`src/rtl/rgb_seq_pkg.sv`:
```
// Shared types and constants for the RGB fade sequencer.
//   rgb_t        : one 8-bit value per channel, packed {r,g,b}
//   seq_state_e  : sequencer FSM states
//   COLOR_TABLE  : the six-colour cycle red, yellow, green, cyan, blue, magenta
//   table_color  : safe lookup of COLOR_TABLE by a 3-bit index
//   next_index   : table index advance with wrap from 5 back to 0
package rgb_seq_pkg;

    typedef struct packed {
        logic [7:0] r;
        logic [7:0] g;
        logic [7:0] b;
    } rgb_t;

    typedef enum logic [1:0] {
        IDLE = 2'd0,
        HOLD = 2'd1,
        FADE = 2'd2,
        OVR  = 2'd3
    } seq_state_e;

    localparam int NUM_COLORS = 6;

    localparam rgb_t COLOR_TABLE [NUM_COLORS] = '{
        '{r: 8'hFF, g: 8'h00, b: 8'h00},   // red
        '{r: 8'hFF, g: 8'hFF, b: 8'h00},   // yellow
        '{r: 8'h00, g: 8'hFF, b: 8'h00},   // green
        '{r: 8'h00, g: 8'hFF, b: 8'hFF},   // cyan
        '{r: 8'h00, g: 8'h00, b: 8'hFF},   // blue
        '{r: 8'hFF, g: 8'h00, b: 8'hFF}    // magenta
    };

    // Indices 6 and 7 never occur; they fall back to red rather than X.
    function automatic rgb_t table_color(input logic [2:0] idx);
        rgb_t c;
        case (idx)
            3'd0:    c = COLOR_TABLE[0];
            3'd1:    c = COLOR_TABLE[1];
            3'd2:    c = COLOR_TABLE[2];
            3'd3:    c = COLOR_TABLE[3];
            3'd4:    c = COLOR_TABLE[4];
            3'd5:    c = COLOR_TABLE[5];
            default: c = COLOR_TABLE[0];
        endcase
        return c;
    endfunction

    function automatic logic [2:0] next_index(input logic [2:0] idx);
        logic [2:0] n;
        if (idx >= 3'd5) begin
            n = 3'd0;
        end else begin
            n = idx + 3'd1;
        end
        return n;
    endfunction

endpackage

```
`src/rtl/rgb_pwm.sv`:
```
// Three-channel PWM generator for an active-low RGB LED.
//   clk, rst_n         : clock, asynchronous active-low reset
//   target_red/green/blue : requested duty per channel
//   pin_red/green/blue : LED drive, 0 = on
// A free-running counter is compared against applied duty registers. The
// applied duties only take the requested value at the counter wrap, so a
// target change in the middle of a period never produces a short pulse.
module rgb_pwm #(
    parameter int PWM_BITS = 8
) (
    input  logic                clk,
    input  logic                rst_n,
    input  logic [PWM_BITS-1:0] target_red,
    input  logic [PWM_BITS-1:0] target_green,
    input  logic [PWM_BITS-1:0] target_blue,
    output logic                pin_red,
    output logic                pin_green,
    output logic                pin_blue
);

    logic [PWM_BITS-1:0] cnt_r;
    logic [PWM_BITS-1:0] duty_red_r;
    logic [PWM_BITS-1:0] duty_green_r;
    logic [PWM_BITS-1:0] duty_blue_r;
    logic                wrap_s;

    // Counter is at its last value; the next edge starts a new period.
    assign wrap_s = (cnt_r == {PWM_BITS{1'b1}});

    // Free-running period counter.
    always_ff @(posedge clk or negedge rst_n) begin
        if (!rst_n) begin
            cnt_r <= {PWM_BITS{1'b0}};
        end else begin
            cnt_r <= cnt_r + PWM_BITS'(1);
        end
    end

    // Applied duties follow the targets only at the period boundary.
    always_ff @(posedge clk or negedge rst_n) begin
        if (!rst_n) begin
            duty_red_r   <= {PWM_BITS{1'b0}};
            duty_green_r <= {PWM_BITS{1'b0}};
            duty_blue_r  <= {PWM_BITS{1'b0}};
        end else if (wrap_s) begin
            duty_red_r   <= target_red;
            duty_green_r <= target_green;
            duty_blue_r  <= target_blue;
        end else begin
            duty_red_r   <= duty_red_r;
            duty_green_r <= duty_green_r;
            duty_blue_r  <= duty_blue_r;
        end
    end

    // Comparator inputs are all registers, so the pins cannot glitch on
    // target changes. Max duty leaves exactly one dark cycle per period.
    assign pin_red   = ~(cnt_r < duty_red_r);
    assign pin_green = ~(cnt_r < duty_green_r);
    assign pin_blue  = ~(cnt_r < duty_blue_r);

endmodule

```
`src/rtl/rgb_fade_sequencer.sv`:
```
// Colour sequencer for the on-board RGB LED.
//   clk, rst_n     : 12 MHz clock, asynchronous active-low reset
//   i_run          : 1 = run the colour cycle, 0 = LED off and idle
//   i_ovr_valid    : one-shot colour override request
//   i_ovr_rgb      : override duty {r,g,b}, PWM_BITS each
//   o_ovr_ready    : override accepted when valid & ready in the same cycle
//   o_color_idx    : current colour table index 0..5
//   o_fading       : high while cross-fading
//   RGB_R/G/B      : active-low LED pins
// Each table colour is held for DWELL_CYCLES, then the target duties walk one
// step every FADE_TICK cycles toward the next colour. An accepted override
// shows its colour for DWELL_CYCLES and then fades back to the current table
// colour without advancing the index.
module rgb_fade_sequencer
    import rgb_seq_pkg::*;
#(
    parameter int PWM_BITS     = 8,
    parameter int DWELL_CYCLES = 2000000,
    parameter int FADE_TICK    = 2048
) (
    input  logic                  clk,
    input  logic                  rst_n,
    input  logic                  i_run,
    input  logic                  i_ovr_valid,
    input  logic [3*PWM_BITS-1:0] i_ovr_rgb,
    output logic                  o_ovr_ready,
    output logic [2:0]            o_color_idx,
    output logic                  o_fading,
    output logic                  RGB_R,
    output logic                  RGB_G,
    output logic                  RGB_B
);

    localparam int DWELL_W = (DWELL_CYCLES > 1) ? $clog2(DWELL_CYCLES) : 1;
    localparam int TICK_W  = (FADE_TICK > 1) ? $clog2(FADE_TICK) : 1;
    localparam logic [DWELL_W-1:0] DWELL_LAST = DWELL_W'(DWELL_CYCLES - 1);
    localparam logic [TICK_W-1:0]  TICK_LAST  = TICK_W'(FADE_TICK - 1);

    typedef logic [PWM_BITS-1:0] duty_t;

    // The table holds only fully-off or fully-on channels, so any non-zero
    // entry maps to maximum duty regardless of PWM resolution.
    function automatic duty_t expand(input logic [7:0] c);
        duty_t d;
        if (c != 8'h00) begin
            d = {PWM_BITS{1'b1}};
        end else begin
            d = {PWM_BITS{1'b0}};
        end
        return d;
    endfunction

    // One unit toward the goal; equal values stay put, so no overshoot.
    function automatic duty_t step_toward(input duty_t cur, input duty_t goal);
        duty_t n;
        if (cur < goal) begin
            n = cur + PWM_BITS'(1);
        end else if (cur > goal) begin
            n = cur - PWM_BITS'(1);
        end else begin
            n = cur;
        end
        return n;
    endfunction

    seq_state_e         state_r,   state_nx_s;
    logic [2:0]         idx_r,     idx_nx_s;
    duty_t              red_r,     red_nx_s;
    duty_t              green_r,   green_nx_s;
    duty_t              blue_r,    blue_nx_s;
    logic [DWELL_W-1:0] dwell_r,   dwell_nx_s;
    logic [TICK_W-1:0]  tick_r,    tick_nx_s;

    rgb_t  goal_s;
    rgb_t  first_s;
    duty_t goal_red_s, goal_green_s, goal_blue_s;
    duty_t step_red_s, step_green_s, step_blue_s;
    duty_t ovr_red_s,  ovr_green_s,  ovr_blue_s;
    logic  ready_s;
    logic  accept_s;

    assign goal_s       = table_color(idx_r);
    assign first_s      = table_color(3'd0);
    assign goal_red_s   = expand(goal_s.r);
    assign goal_green_s = expand(goal_s.g);
    assign goal_blue_s  = expand(goal_s.b);

    assign step_red_s   = step_toward(red_r,   goal_red_s);
    assign step_green_s = step_toward(green_r, goal_green_s);
    assign step_blue_s  = step_toward(blue_r,  goal_blue_s);

    assign ovr_red_s    = i_ovr_rgb[3*PWM_BITS-1 -: PWM_BITS];
    assign ovr_green_s  = i_ovr_rgb[2*PWM_BITS-1 -: PWM_BITS];
    assign ovr_blue_s   = i_ovr_rgb[PWM_BITS-1:0];

    assign ready_s  = i_run & ((state_r == HOLD) | (state_r == FADE));
    assign accept_s = i_ovr_valid & ready_s;

    // Next-state, target and counter update. Stop beats override, which
    // beats dwell expiry, so an accept on the expiry cycle keeps the index.
    always_comb begin
        state_nx_s = state_r;
        idx_nx_s   = idx_r;
        red_nx_s   = red_r;
        green_nx_s = green_r;
        blue_nx_s  = blue_r;
        dwell_nx_s = dwell_r;
        tick_nx_s  = tick_r;
        if (!i_run) begin
            state_nx_s = IDLE;
            red_nx_s   = {PWM_BITS{1'b0}};
            green_nx_s = {PWM_BITS{1'b0}};
            blue_nx_s  = {PWM_BITS{1'b0}};
            dwell_nx_s = {DWELL_W{1'b0}};
            tick_nx_s  = {TICK_W{1'b0}};
        end else if (accept_s) begin
            state_nx_s = OVR;
            red_nx_s   = ovr_red_s;
            green_nx_s = ovr_green_s;
            blue_nx_s  = ovr_blue_s;
            dwell_nx_s = {DWELL_W{1'b0}};
            tick_nx_s  = {TICK_W{1'b0}};
        end else begin
            case (state_r)
                IDLE: begin
                    state_nx_s = HOLD;
                    idx_nx_s   = 3'd0;
                    red_nx_s   = expand(first_s.r);
                    green_nx_s = expand(first_s.g);
                    blue_nx_s  = expand(first_s.b);
                    dwell_nx_s = {DWELL_W{1'b0}};
                end
                HOLD: begin
                    if (dwell_r == DWELL_LAST) begin
                        state_nx_s = FADE;
                        idx_nx_s   = next_index(idx_r);
                        dwell_nx_s = {DWELL_W{1'b0}};
                        tick_nx_s  = {TICK_W{1'b0}};
                    end else begin
                        dwell_nx_s = dwell_r + DWELL_W'(1);
                    end
                end
                FADE: begin
                    if (tick_r == TICK_LAST) begin
                        tick_nx_s  = {TICK_W{1'b0}};
                        red_nx_s   = step_red_s;
                        green_nx_s = step_green_s;
                        blue_nx_s  = step_blue_s;
                    end else begin
                        tick_nx_s  = tick_r + TICK_W'(1);
                    end
                    // Leave on the same edge as the final step so the fade
                    // takes exactly FADE_TICK cycles per unit of distance.
                    if ((red_nx_s == goal_red_s) && (green_nx_s == goal_green_s) &&
                        (blue_nx_s == goal_blue_s)) begin
                        state_nx_s = HOLD;
                        dwell_nx_s = {DWELL_W{1'b0}};
                    end else begin
                        state_nx_s = FADE;
                    end
                end
                OVR: begin
                    if (dwell_r == DWELL_LAST) begin
                        state_nx_s = FADE;
                        dwell_nx_s = {DWELL_W{1'b0}};
                        tick_nx_s  = {TICK_W{1'b0}};
                    end else begin
                        dwell_nx_s = dwell_r + DWELL_W'(1);
                    end
                end
                default: begin
                    state_nx_s = IDLE;
                    red_nx_s   = {PWM_BITS{1'b0}};
                    green_nx_s = {PWM_BITS{1'b0}};
                    blue_nx_s  = {PWM_BITS{1'b0}};
                    dwell_nx_s = {DWELL_W{1'b0}};
                    tick_nx_s  = {TICK_W{1'b0}};
                end
            endcase
        end
    end

    // Sequencer state, index, fade targets and timers.
    always_ff @(posedge clk or negedge rst_n) begin
        if (!rst_n) begin
            state_r <= IDLE;
            idx_r   <= 3'd0;
            red_r   <= {PWM_BITS{1'b0}};
            green_r <= {PWM_BITS{1'b0}};
            blue_r  <= {PWM_BITS{1'b0}};
            dwell_r <= {DWELL_W{1'b0}};
            tick_r  <= {TICK_W{1'b0}};
        end else begin
            state_r <= state_nx_s;
            idx_r   <= idx_nx_s;
            red_r   <= red_nx_s;
            green_r <= green_nx_s;
            blue_r  <= blue_nx_s;
            dwell_r <= dwell_nx_s;
            tick_r  <= tick_nx_s;
        end
    end

    assign o_ovr_ready = ready_s;
    assign o_color_idx = idx_r;
    assign o_fading    = (state_r == FADE);

    rgb_pwm #(
        .PWM_BITS (PWM_BITS)
    ) u_pwm (
        .clk          (clk),
        .rst_n        (rst_n),
        .target_red   (red_r),
        .target_green (green_r),
        .target_blue  (blue_r),
        .pin_red      (RGB_R),
        .pin_green    (RGB_G),
        .pin_blue     (RGB_B)
    );

endmodule

```
`config.mk`:
```
export PLATFORM = sky130hd
export DESIGN_NAME = rgb_fade_sequencer
export DESIGN_NICKNAME = d
export VERILOG_FILES = /design/src/rtl/rgb_seq_pkg.sv /design/src/rtl/rgb_pwm.sv /design/src/rtl/rgb_fade_sequencer.sv
export SDC_FILE = /design/constraint.sdc
export NUM_CORES = 1
export LEC_CHECK = 0
export CAP_MARGIN = 5
export CORE_UTILIZATION = 55
export DETAILED_ROUTE_END_ITERATION = 10
export HOLD_SLACK_MARGIN = 0.12
export PLACE_DENSITY_LB_ADDON = 0.12
export SLEW_MARGIN = 15
export SYNTH_ARGS = -nofsm -noshare
export SYNTH_HDL_FRONTEND = slang
export SYNTH_SLANG_ARGS = --single-unit
export TNS_END_PERCENT = 30
```
`constraint.sdc`:
```
create_clock -name clk -period 4.6 [get_ports clk]
set_input_delay 1.15 -clock clk [delete_from_list [all_inputs] [get_ports clk]]
set_output_delay 1.15 -clock clk [all_outputs]
set_load 0.03 [all_outputs]
```
==> results.md, run 1 <==
- Vias per cell: ~6.4
- Warnings from Yosys: 0
- #FFs+latches synth: 93
- Sw frac: between 40% and 50%
- Largest net degree at the start of global routing: a little under 80
- Met3 WL post-DR: about 1300 µm
- Cell family with most CP delay: simple AND/OR/NAND/NOR gates
- Placed cells: just over 1,000
- Worst slack, placed: -0.220 ns
- Core outline area: around 0.012 mm²
- Net Switching: between 1.5 and 2 mW
- Max-slew violation count: 0
- Clock latency on the worst-skew pair: between 0.3 and 0.4 ns
- Hold_ws: a little under 0.5 ns
- Worst Max-Slew Pin Slew: slightly below 1 ns
- EDFF count, synth: 0
- Crit-path cells: buf_4, ha_1, nor2b_4, nor2_4, buf_6, ha_1, nand4_1, nor2_2, or3_4, nor2_4, mux2_4, xnor2_1, or4_1, mux2i_1, buf_4, a31oi_1, or2_1, buf_12, o31ai_2
- Die X-Extent: between 100 and 150 µm
- Max Cap Viol: 0
- R2R Path Start: o_color_idx[1]
- Unique cell type count in the Yosys netlist: slightly below 70
- Layout Skew: about 0.010 ns
- Cell row count: 40
- First-pass GRT wire length: 31,600 µm
- Post-route insts no fill: ~1,100
- Internal power: approximately 2.1 mW
- Vias in the first global route: 6,353
- Die footprint: approximately 0.013 mm²
- Async SR Flop Fraction: 100%
- Worst VDD drop: 0.376 mV
- Finish-stage setup viols: 0
- PortBufs: 35
- Routed WL: around 19,000 µm
- Seq/Total Area, Yosys: roughly 34%
- Share of layout cells above drive strength 1: around an eighth
- Critical path class: reg2reg
- Critical path data arrival time: 4.81 ns
- Initial DRT Pass Iterations: 5
- Hold Violations, Final: 0
- Iteration-0 DRC Markers: between 700 and 800
- H-tree Lvls: 3
- Top sig layer: met4
- Antenna violations before repair: 0
- Max stage delay on crit path: approximately 0.47 ns
- Clock power share: about a fifth
- Total power: around 3.8 mW
- Crit path from: o_color_idx[1]
- Period utilisation layout: a little over nine tenths
- Comb power frac: 52.1%
- Final Cell Area: around 0.0081 mm²
- Remaining global-route overflow: 0
- Top FF cell, synth: dfrtp_1
- Min-delay src: dwell_r[20]
- Pleak: 3.43 nW
- Seq pwr share: about 29%
- Slew HR: between 30 and 40%
- Post-synthesis net count: 920
- Gr usage total: 30.8%
- CTS max path bufs: 2
- Status: complete, no violations
- Hold buffers post-CTS: 0
- Post-route DRC: 0
- Slowest CP cell: or4_1
- Root Driver: clkbuf_16
- Die Y: ~110 µm
- CTS tree: built
- Achievable Freq: roughly 0.22 GHz
- WL per Instance: between 15 and 20 µm
- Nets: approximately 960
- Syn avg cell area: 8.24 µm²
- Worst-path clk slew: 0.07 ns
- Vias: approximately 6,700
- WP buf/inv: 4
- Final worst slack: 0.0565 ns
- GP Congestion: 0.941
- Finished Core Util: 66.7%
- Power Density: between 400 and 500 mW/mm²
- Met2 wire length: around 9000 µm
- Cell Area, Placed: ~0.0075 mm²
- Largest fanout on the critical path: 19
- Ant. Diodes: 0
- Cell count after synthesis: roughly 840
- Num CTS Buffers: 9
- Dpl hpwl: around 14,000 µm
- Mapped Area: roughly 0.0069 mm²
- HP Class: reg2reg
- Crit. End Element: register
- Setup TNS Final: 0 ns
- Nature of the critical path startpoint: register
- CTS Sinks: between 90 and 100
- Required @ worst endpoint: roughly 5 ns
- Metal1 wirelength: about 8400 µm
- Synthesis-to-finish area growth: 17.3%
- Fin crit period: 4.54 ns
- Boundary Pins: 36
- Initial Utilization: a little under three fifths
- Routed Antenna Nets: 0
layout by cell type, fill, tap and decap left out, types with 7 or more instances in the layout:
master	count
ha_1	53
nand2b_1	21
xor2_1	8
inv_1	47
a21oi_1	31
nand3_1	34
clkbuf_16	9
nor2_1	54
and3_1	27
xnor2_1	14
o21ai_0	100
buf_4	37
a22oi_1	8
o221ai_1	7
dfrtp_1	90
nor4_1	7
o21ai_1	15
a21o_1	9
o31ai_1	8
clkdlybuf4s50_1	34
nand2_1	85
nor3_1	15
nand4_1	19
or3_1	8
state kept, by name, summed over array words and instances (netlist names):
register	cells
u_pwm.duty_blue_r	8
state_r	2
u_pwm.cnt_r	8
u_pwm.duty_red_r	8
red_r	8
dwell_r	21
green_r	8
o_color_idx	3
u_pwm.duty_green_r	8
blue_r	8
tick_r	11
area by class of cell:
| class | count | area, µm² |
|---|---|---|
| Sequential cell | 93 | 2330 |
| Inverter | 49 | 186 |
| Timing Repair Buffer | 73 | 649 |
| Tap cell | 168 | 210 |
| Clock inverter | 5 | 41.3 |
| Multi-Input combinational cell | 652 | 4420 |
| Clock buffer | 11 | 243 |
| Fill cell | 1015 | 4030 |
cell usage after synthesis, types with 6 or more instances:
cell	n	area (µm²)
nand4_1	19	119
nand3_1	35	175
nand2_1	85	319
nand2b_1	21	131
a211oi_1	7	52.6
a22o_1	6	52.6
a22oi_1	8	60.1
a31oi_1	7	43.8
xnor2_1	14	123
ha_1	56	701
and3_1	27	169
a21o_1	10	75.1
mux2_2	6	67.6
nor2_1	58	218
o21ai_0	101	505
or3_1	9	56.3
mux2i_1	6	60.1
buf_2	8	40.0
o21ai_1	14	70.1
clkbuf_1	31	116
dfrtp_1	93	2330
nor2b_1	7	43.8
a21oi_1	32	160
o221ai_1	7	61.3
inv_1	48	180
nor3_1	20	100
nor4_1	10	62.6
xor2_1	8	70.1
o31ai_1	12	90.1
routing by layer:
layer  GRT usage [%]  vias up
met4            10.6        0
met5               0        -
met2            50.9      276
li1                -     3131
met3            5.15       59
met1            41.1     3218
power by group through the flow:
stage | clock, mW | sequential (mW) | combinational (mW)
after detailed placement | 0 | 1.08 | 1.67
after floorplan | 0 | 0.996 | 1.21
after CTS | 0.740 | 1.07 | 1.76
after global routing | 0.774 | 1.09 | 2.13
final | 0.725 | 1.08 | 1.97
after global placement | 0 | 1.08 | 1.61
worst register-to-register path, cell delays in order, from the launching register on:
cell,delay [ns]
dfrtp_2,0.44
buf_4,0.14
ha_1,0.21
nor2b_4,0.15
nor2_4,0.23
buf_6,0.13
ha_1,0.21
nand4_1,0.17
nor2_2,0.07
or3_4,0.45
nor2_4,0.14
mux2_4,0.33
xnor2_1,0.14
or4_1,0.47
mux2i_1,0.22
buf_4,0.18
a31oi_1,0.10
or2_1,0.28
buf_12,0.17
o31ai_2,0.21
final timing paths:
kind / endpoint / slack, ns / depth (start not counted)
max: dwell_r[11] / 0.06 / 19
max reg2reg: dwell_r[11] / 0.06 / 19
min in group asynchronous: u_pwm.cnt_r[5] / 0.94 / 1
min: dwell_r[20] / 0.49 / 1
max in group asynchronous: dwell_r[10] / 2.84 / 2
min reg2reg: dwell_r[20] / 0.49 / 1
cell families (layout without fill, tap and decap cells):
logic type	after synthesis	count (layout)	synth area share (%)
DFF	93	93	33.8
xor gates and xnor gates	22	22	2.80
adders and majority gates	56	56	10.2
buffers and inverters	91	138	5.32
AOI/OAI and AO/OA	243	243	22.3
and+or+nand+nor	318	318	23.5
muxes	13	13	2.07
timing repair:
action	4_1_cts	5_1_grt
gates resized for setup	11	37
buffers inserted	2	9
pin swaps	0	10
setup endpoints to repair	22	22
No activity file was read; power rests on OpenSTA's default activity.
==> run 2: changes to the inputs <==
- ABC_AREA: unset -> 1
- SLEW_MARGIN: 15 -> unset
==> results.md, run 2 <==
- Post-route insts no fill: 1,216 (+16%)
- Worst VDD drop: 0.336 mV (-11%)
- Hold_ws: 0.485 ns (-0.000664 ns)
- #FFs+latches synth: 93 (unchanged)
- Internal power: 1.99 mW (-4.3%)
- Die footprint: 0.0134 mm² (+3.3%)
- Nets: 1,123 (+17%)
- Hold buffers post-CTS: 0 (unchanged)
- Most common cell after layout, fill and taps aside: nand2_1
- Power Density: 482 mW/mm² (+3.1%)
- Register with the most flip-flops: dwell_r
- Final worst slack: 0.496 ns (+0.440 ns)
- Metal1 wirelength: 8220 µm (-1.9%)
- Total power: 3.82 mW (+1.2%)
- Max stage delay on crit path: 0.42 ns (-0.05 ns)
- Met2 wire length: 7990 µm (-13%)
- Remaining global-route overflow: 0 (unchanged)
- Num CTS Buffers: 9 (unchanged)
- Vias in the first global route: 6,195 (-2.5%)
- Largest net degree at the start of global routing: 77 (-1.3%)
- Max-slew violation count: 0 (unchanged)
- Critical path class: reg2reg
- First-pass GRT wire length: 29,300 µm (-7.3%)
- CTS Sinks: 93 (unchanged)
- CTS tree: built
- Finish-stage setup viols: 0 (unchanged)
- Synthesis-to-finish area growth: 11.4%
- Setup TNS Final: 0 ns (unchanged)
- H-tree Lvls: 3 (unchanged)
- Die Y: 116 µm (+1.6%)
- Met3 WL post-DR: 874 µm (-34%)
- Finished Core Util: 62.8% (-3.8 points)
- HP Class: reg2reg
- Routed Antenna Nets: 0 (unchanged)
- GP Congestion: 0.902 (-4.1%)
- Post-synthesis net count: 1,093 (+19%)
- WP buf/inv: 2 (-2)
- Most numerous cell in the Yosys netlist: nand2_1
- Largest cells by area after synthesis: dfrtp_1 33%, nand2_1 14%, ha_1 9.8%
- Vias per cell: 5.56 (-13%)
- Vias: 6,764 (+1.2%)
- Period utilisation layout: 89.2% (-9.6 points)
- Seq pwr share: 26.7% (-2.0 points)
- Biggest regs: dwell_r x21, tick_r x11
- Cell mode on critical path: nand2_1
- Unrepaired setup endpoints after global routing: no
- Nature of the critical path startpoint: register
- Fin crit period: 4.10 ns (-0.440 ns)
- Final Cell Area: 0.00793 mm² (-1.8%)
- Unique cell type count in the Yosys netlist: 46 (-33%)
- Required @ worst endpoint: 4.82 ns (-0.05 ns)
- Clock power share: 21.0% (+1.8 points)
- Initial Utilization: 56.4% (-0.45 points)
- WL per Instance: 14.4 µm (-22%)
- Most frequent cells in the layout: 260 x nand2_1, 132 x inv_1, 93 x dfrtp_1
- Core outline area: 0.0126 mm² (+4.2%)
- Root Driver: clkbuf_16
- Comb power frac: 52.3% (+0.2 points)
- Cell row count: 41 (+2.5%)
- PortBufs: 35 (unchanged)
- Boundary Pins: 36 (unchanged)
- Share of layout cells above drive strength 1: 5.65% (-7.6 points)
- Area leader, netlist: dfrtp_1
- Post-route DRC: 0 (unchanged)
- Top sig layer: met4
- Seq/Total Area, Yosys: 32.7% (-1.1 points)
- Hold Violations, Final: 0 (unchanged)
- Crit-path cells: inv_1, ha_1, o21ai_2, inv_1, ha_1, nand4_1, o21ai_0, nor2_1, nand2_2, a21oi_1, nand2_1, nand2_1, nand2_1, nand3_1, nor2_1, nand2_1, nand2_1, nand3_2, nand3_2, nand2_1, o21ai_0
- Slowest CP cell: dfrtp_1
- Top FF cell, synth: dfrtp_1
- Layout Skew: 0.00685 ns (-0.00355 ns)
- Achievable Freq: 0.244 GHz (+11%)
- Dpl hpwl: 13,000 µm (-4.9%)
- Async SR Flop Fraction: 100% (unchanged)
- Pleak: 3.64 nW (+6.2%)
- Sw frac: 47.9% (+3.0 points)
- Number of flip-flops in the largest register: 21 (unchanged)
- Worst slack, placed: 0.440 ns (+0.660 ns)
- CTS max path bufs: 2 (unchanged)
- EDFF count, synth: 0 (unchanged)
- Cell Area, Placed: 0.00760 mm² (+1.6%)
- Synth top cells by count: 260 x nand2_1, 132 x inv_1, 93 x dfrtp_1, 85 x nand3_1
- Cell family with most CP delay: simple AND/OR/NAND/NOR gates
- Clock latency on the worst-skew pair: 0.35 ns (about the same)
- Worst Max-Slew Pin Slew: 0.982 ns (-0.00643 ns)
- Max Cap Viol: 0 (unchanged)
- Status: complete, no violations
- Initial DRT Pass Iterations: 6 (+1)
- Gr usage total: 27.7% (-3.1 points)
- Postcts setup bufs: 0 (-2)
- Ant. Diodes: 0 (unchanged)
- Warnings from Yosys: 0 (unchanged)
- Die X-Extent: 116 µm (+1.6%)
- Post_cts resized: 0 (-11)
- Syn avg cell area: 7.05 µm² (-14%)
- Cell count after synthesis: 1,009 (+21%)
- Routed WL: 17,500 µm (-10%)
- Largest fanout on the critical path: 18 (-1)
- Iteration-0 DRC Markers: 479 (-39%)
- Slew HR: 34.2% (+0.072 points)
- Crit. End Element: register
- Worst-path clk slew: 0.07 ns (about the same)
- Placed cells: 1,199 (+17%)
- Synth top area share: 32.7% (-1.1 points)
- Mapped Area: 0.00712 mm² (+3.4%)
- Critical path data arrival time: 4.33 ns (-0.48 ns)
- Antenna violations before repair: 0 (unchanged)
- Net Switching: 1.83 mW (+8.0%)
## run 2: final cells by class
| class | instances | area, µm² |
|---|---|---|
| Timing Repair Buffer | 43 | 408 |
| Multi-Input combinational cell | 754 | 4150 |
| Clock buffer | 10 | 229 |
| Sequential cell | 93 | 2330 |
| Clock inverter | 6 | 87.6 |
| Inverter | 138 | 518 |
| Fill cell | 1199 | 4690 |
| Tap cell | 172 | 215 |
## run 2: logic make-up after synthesis
logic type,synth area share (%)
AOI/OAI and AO/OA,13.8
and+or+nand+nor,33.0
buffers and inverters,9.19
adders and majority gates,9.84
xor gates and xnor gates,1.48
DFF,32.7
## run 2: layer usage
metal	track usage (%)	up-vias
li1	-	3445
met1	38.5	3110
met2	44.6	176
met3	3.14	33
met4	10.7	0
met5	0	-
## run 2: path summary, 6_finish.rpt
check                               startpoint                   to  slack, ns  cells past startpoint
min in group asynchronous                rst_n  u_pwm.duty_red_r[6]       0.94                      1
max in group asynchronous                rst_n             red_r[2]       2.79                      2
hold / removal             u_pwm.duty_red_r[1]  u_pwm.duty_red_r[1]       0.49                      2
setup / recovery                o_color_idx[1]          dwell_r[20]       0.50                     21
setup reg to reg                o_color_idx[1]          dwell_r[20]       0.50                     21
hold reg to reg            u_pwm.duty_red_r[1]  u_pwm.duty_red_r[1]       0.49                      2
## run 2: power groups by stage
stage / registers, mW / logic, mW / clock network [mW]
2_1_floorplan: 1.00 / 1.55 / 0
3_3_place_gp: 1.03 / 1.95 / 0
3_5_place_dp: 1.03 / 1.96 / 0
4_1_cts: 1.02 / 1.97 / 0.814
5_1_grt: 1.03 / 2.27 / 0.849
6_report: 1.02 / 2.00 / 0.803
## run 2: worst reg2reg max path: stages, from the launching register on
cell	delay (ns)
dfrtp_1	0.42
inv_1	0.10
ha_1	0.36
o21ai_2	0.27
inv_1	0.22
ha_1	0.36
nand4_1	0.14
o21ai_0	0.09
nor2_1	0.36
nand2_2	0.20
a21oi_1	0.21
nand2_1	0.07
nand2_1	0.06
nand2_1	0.07
nand3_1	0.08
nor2_1	0.04
nand2_1	0.06
nand2_1	0.09
nand3_2	0.14
nand3_2	0.37
nand2_1	0.17
o21ai_0	0.09
==> run 3: changes to the inputs <==
- ABC_AREA: 1 -> unset
- clock period: 4.6 -> 5.1 ns (I/O delays scaled with it)
==> results.md, run 3 (synthesized netlist as in run 1, its figures left out) <==
- Max-slew violation count: 0 (unchanged)
- Unrepaired setup endpoints after global routing: no
- HP Class: reg2reg
- Nets: 939 (-16%)
- Largest net degree at the start of global routing: 62 (-19%)
- WL per Instance: 18.3 µm (+28%)
- GP Congestion: 0.922 (+2.2%)
- Hold Path Depth: 1 (-1)
- Busiest grt layer: met2
- First-pass GRT wire length: 30,600 µm (+4.6%)
- Share of layout cells above drive strength 1: 7.35% (+1.7 points)
- Die X-Extent: 114 µm (-1.6%)
- Max stage delay on crit path: 0.54 ns (+0.12 ns)
- Final Cell Area: 0.00770 mm² (-3.0%)
- Die footprint: 0.0130 mm² (-3.2%)
- Initial Utilization: 56.9% (+0.45 points)
- H-tree Lvls: 3 (unchanged)
- Vias: 6,534 (-3.4%)
- Nature of the critical path startpoint: register
- Iteration-0 DRC Markers: 635 (+33%)
- Final worst slack: 0.236 ns (-0.260 ns)
- Power Density: 411 mW/mm² (-15%)
- Core outline area: 0.0121 mm² (-4.0%)
- CTS max path bufs: 2 (unchanged)
- Critical path data arrival time: 5.14 ns (+0.81 ns)
- Worst Max-Slew Pin Slew: 1.24 ns (+0.261 ns)
- Largest fanout on the critical path: 11 (-7)
- Slowest CP cell: or4_1
- Hold_ws: 0.497 ns (+0.0119 ns)
- WP buf/inv: 2 (unchanged)
- Pleak: 3.26 nW (-11%)
- Clock latency on the worst-skew pair: 0.35 ns (about the same)
- Dpl hpwl: 13,500 µm (+4.1%)
- Worst path depth: 17 (-19%)
- Crit-path cells: inv_1, ha_1, and2b_1, nor2_4, ha_1, a21oi_1, a21boi_1, or3_1, buf_4, o21ai_0, nor3b_1, o21ai_0, or4_1, mux2i_2, a31oi_1, or4b_1, a21oi_1
- Achievable Freq: 0.206 GHz (-16%)
- Post-route insts no fill: 1,025 (-16%)
- Fillers: 1,070 (-11%)
- Worst-path clk slew: 0.06 ns (about the same)
- CTS Sinks: 93 (unchanged)
- Root Driver: clkbuf_16
- Grt met3 use: 6.91% (+3.8 points)
- Remaining global-route overflow: 0 (unchanged)
- Met1 usage: 38.1% (-0.40 points)
- Synthesis-to-finish area growth: 11.8%
- Fin crit period: 4.86 ns (+0.760 ns)
- Routed WL: 18,800 µm (+7.6%)
- Post-route DRC: 0 (unchanged)
- Die Y: 114 µm (-1.6%)
- Status: complete, no violations
- Layout Skew: 0.00383 ns (-0.00302 ns)
- Most frequent cells in the layout: 101 x o21ai_0, 93 x dfrtp_1, 85 x nand2_1
- R2R depth: 17 (-19%)
- Finished Core Util: 63.6% (+0.70 points)
- Cell row count: 40 (-2.4%)
- Placed cells: 1,009 (-16%)
- Worst slack, placed: -0.0104 ns (-0.450 ns)
- Vias per cell: 6.37 (+15%)
- Required @ worst endpoint: 5.38 ns (+0.56 ns)
- Boundary Pins: 36 (unchanged)
- Critical path class: reg2reg
- Number of flip-flops in the largest register: 21 (unchanged)
- Met2 Use GR: 50.7% (+6.2 points)
- Biggest regs: dwell_r x21, tick_r x11
- Most common cell after layout, fill and taps aside: o21ai_0
- Antenna violations before repair: 0 (unchanged)
- Cell Area, Placed: 0.00736 mm² (-3.2%)
- Gr usage total: 30.4% (+2.7 points)
- Initial DRT Pass Iterations: 6 (unchanged)
- Routed Antenna Nets: 0 (unchanged)
- Period utilisation layout: 95.4% (+6.2 points)
- Crit. End Element: register
- Hold Violations, Final: 0 (unchanged)
- Worst VDD drop: 0.271 mV (-19%)
- Vias in the first global route: 6,194 (-0.016%)
- Register with the most flip-flops: dwell_r
- Hold buffers post-CTS: 0 (unchanged)
- Max Cap Viol: 0 (unchanged)
- Finish-stage setup viols: 0 (unchanged)
- Cell family with most CP delay: simple AND/OR/NAND/NOR gates
- Slew HR: 16.8% (-17 points)
- PortBufs: 35 (unchanged)
- Num CTS Buffers: 9 (unchanged)
- CTS tree: built
- Ant. Diodes: 0 (unchanged)
==> run 3: cell types whose count changed in the layout (fill, tap and decap cells not counted), moves of 11 or more <==
cell	previous run	this run
o21ai_0	69	101
xnor2_1	3	14
nand2_1	260	85
nor3_1	31	18
nand2b_1	0	21
o31ai_1	1	12
nor2_1	70	57
inv_1	132	48
and3_1	1	27
o22ai_1	16	2
nand3_1	85	35
==> run 3: path summary, 6_finish.rpt <==
| check | start | to | slack, ns |
|---|---|---|---|
| worst max-delay path | o_color_idx[1] | dwell_r[6] | 0.24 |
| worst min-delay path | dwell_r[20] | dwell_r[20] | 0.50 |
| worst max register to register | o_color_idx[1] | dwell_r[6] | 0.24 |
| worst min register to register | dwell_r[20] | dwell_r[20] | 0.50 |
| max in group asynchronous | rst_n | state_r[1] | 3.15 |
| min in group asynchronous | rst_n | u_pwm.cnt_r[7] | 1.00 |
==> run 3: layout make-up <==
cell class | count | area [µm²] | area share [%]
clock buffers | 9 | 225 | 2.93
clock inverters | 4 | 51.3 | 0.666
flip-flops and latches | 93 | 2330 | 30.2
well taps | 168 | 210 | 2.73
repair buffers | 50 | 460 | 5.98
multi-input cells | 652 | 4240 | 55.1
inverters | 49 | 184 | 2.39
==> run 3: layer usage <==
metal	share of wire, %	vias to the layer above	routed length [µm]
li1	-	3088	-
met1	43	3122	8090
met2	47	269	8890
met3	6.5	55	1220
met4	3.2	0	610
met5	0	-	0
==> run 3: power breakdown <==
part	leakage [nW]	internal [mW]	switching [mW]	total, mW
Combinational	1.86	0.574	0.935	1.51
Sequential	1.26	0.807	0.180	0.987
Clock	0.134	0.373	0.292	0.665
==> run 3: through the flow <==
stage	setup TNS (ns)	total power, mW
after CTS	0	3.03
after floorplan	0	1.99
after global placement	0	2.33
after global routing	0	3.35
final	0	3.16
after detailed placement	-0.0104	2.36
==> run 3: timing repair <==
item,in CTS,in global routing
gates resized for setup,1,10
endpoints found under the setup margin,4,20
gates cloned,0,0
buffers inserted,0,3
pin swaps,0,1
==> run 3: worst reg2reg max path, stage by stage, from the launching register on <==
cell	delay, ns
dfrtp_1	0.46
inv_1	0.10
ha_1	0.24
and2b_1	0.24
nor2_4	0.26
ha_1	0.32
a21oi_1	0.16
a21boi_1	0.09
or3_1	0.41
buf_4	0.19
o21ai_0	0.14
nor3b_1	0.31
o21ai_0	0.11
or4_1	0.54
mux2i_2	0.32
a31oi_1	0.21
or4b_1	0.53
a21oi_1	0.15
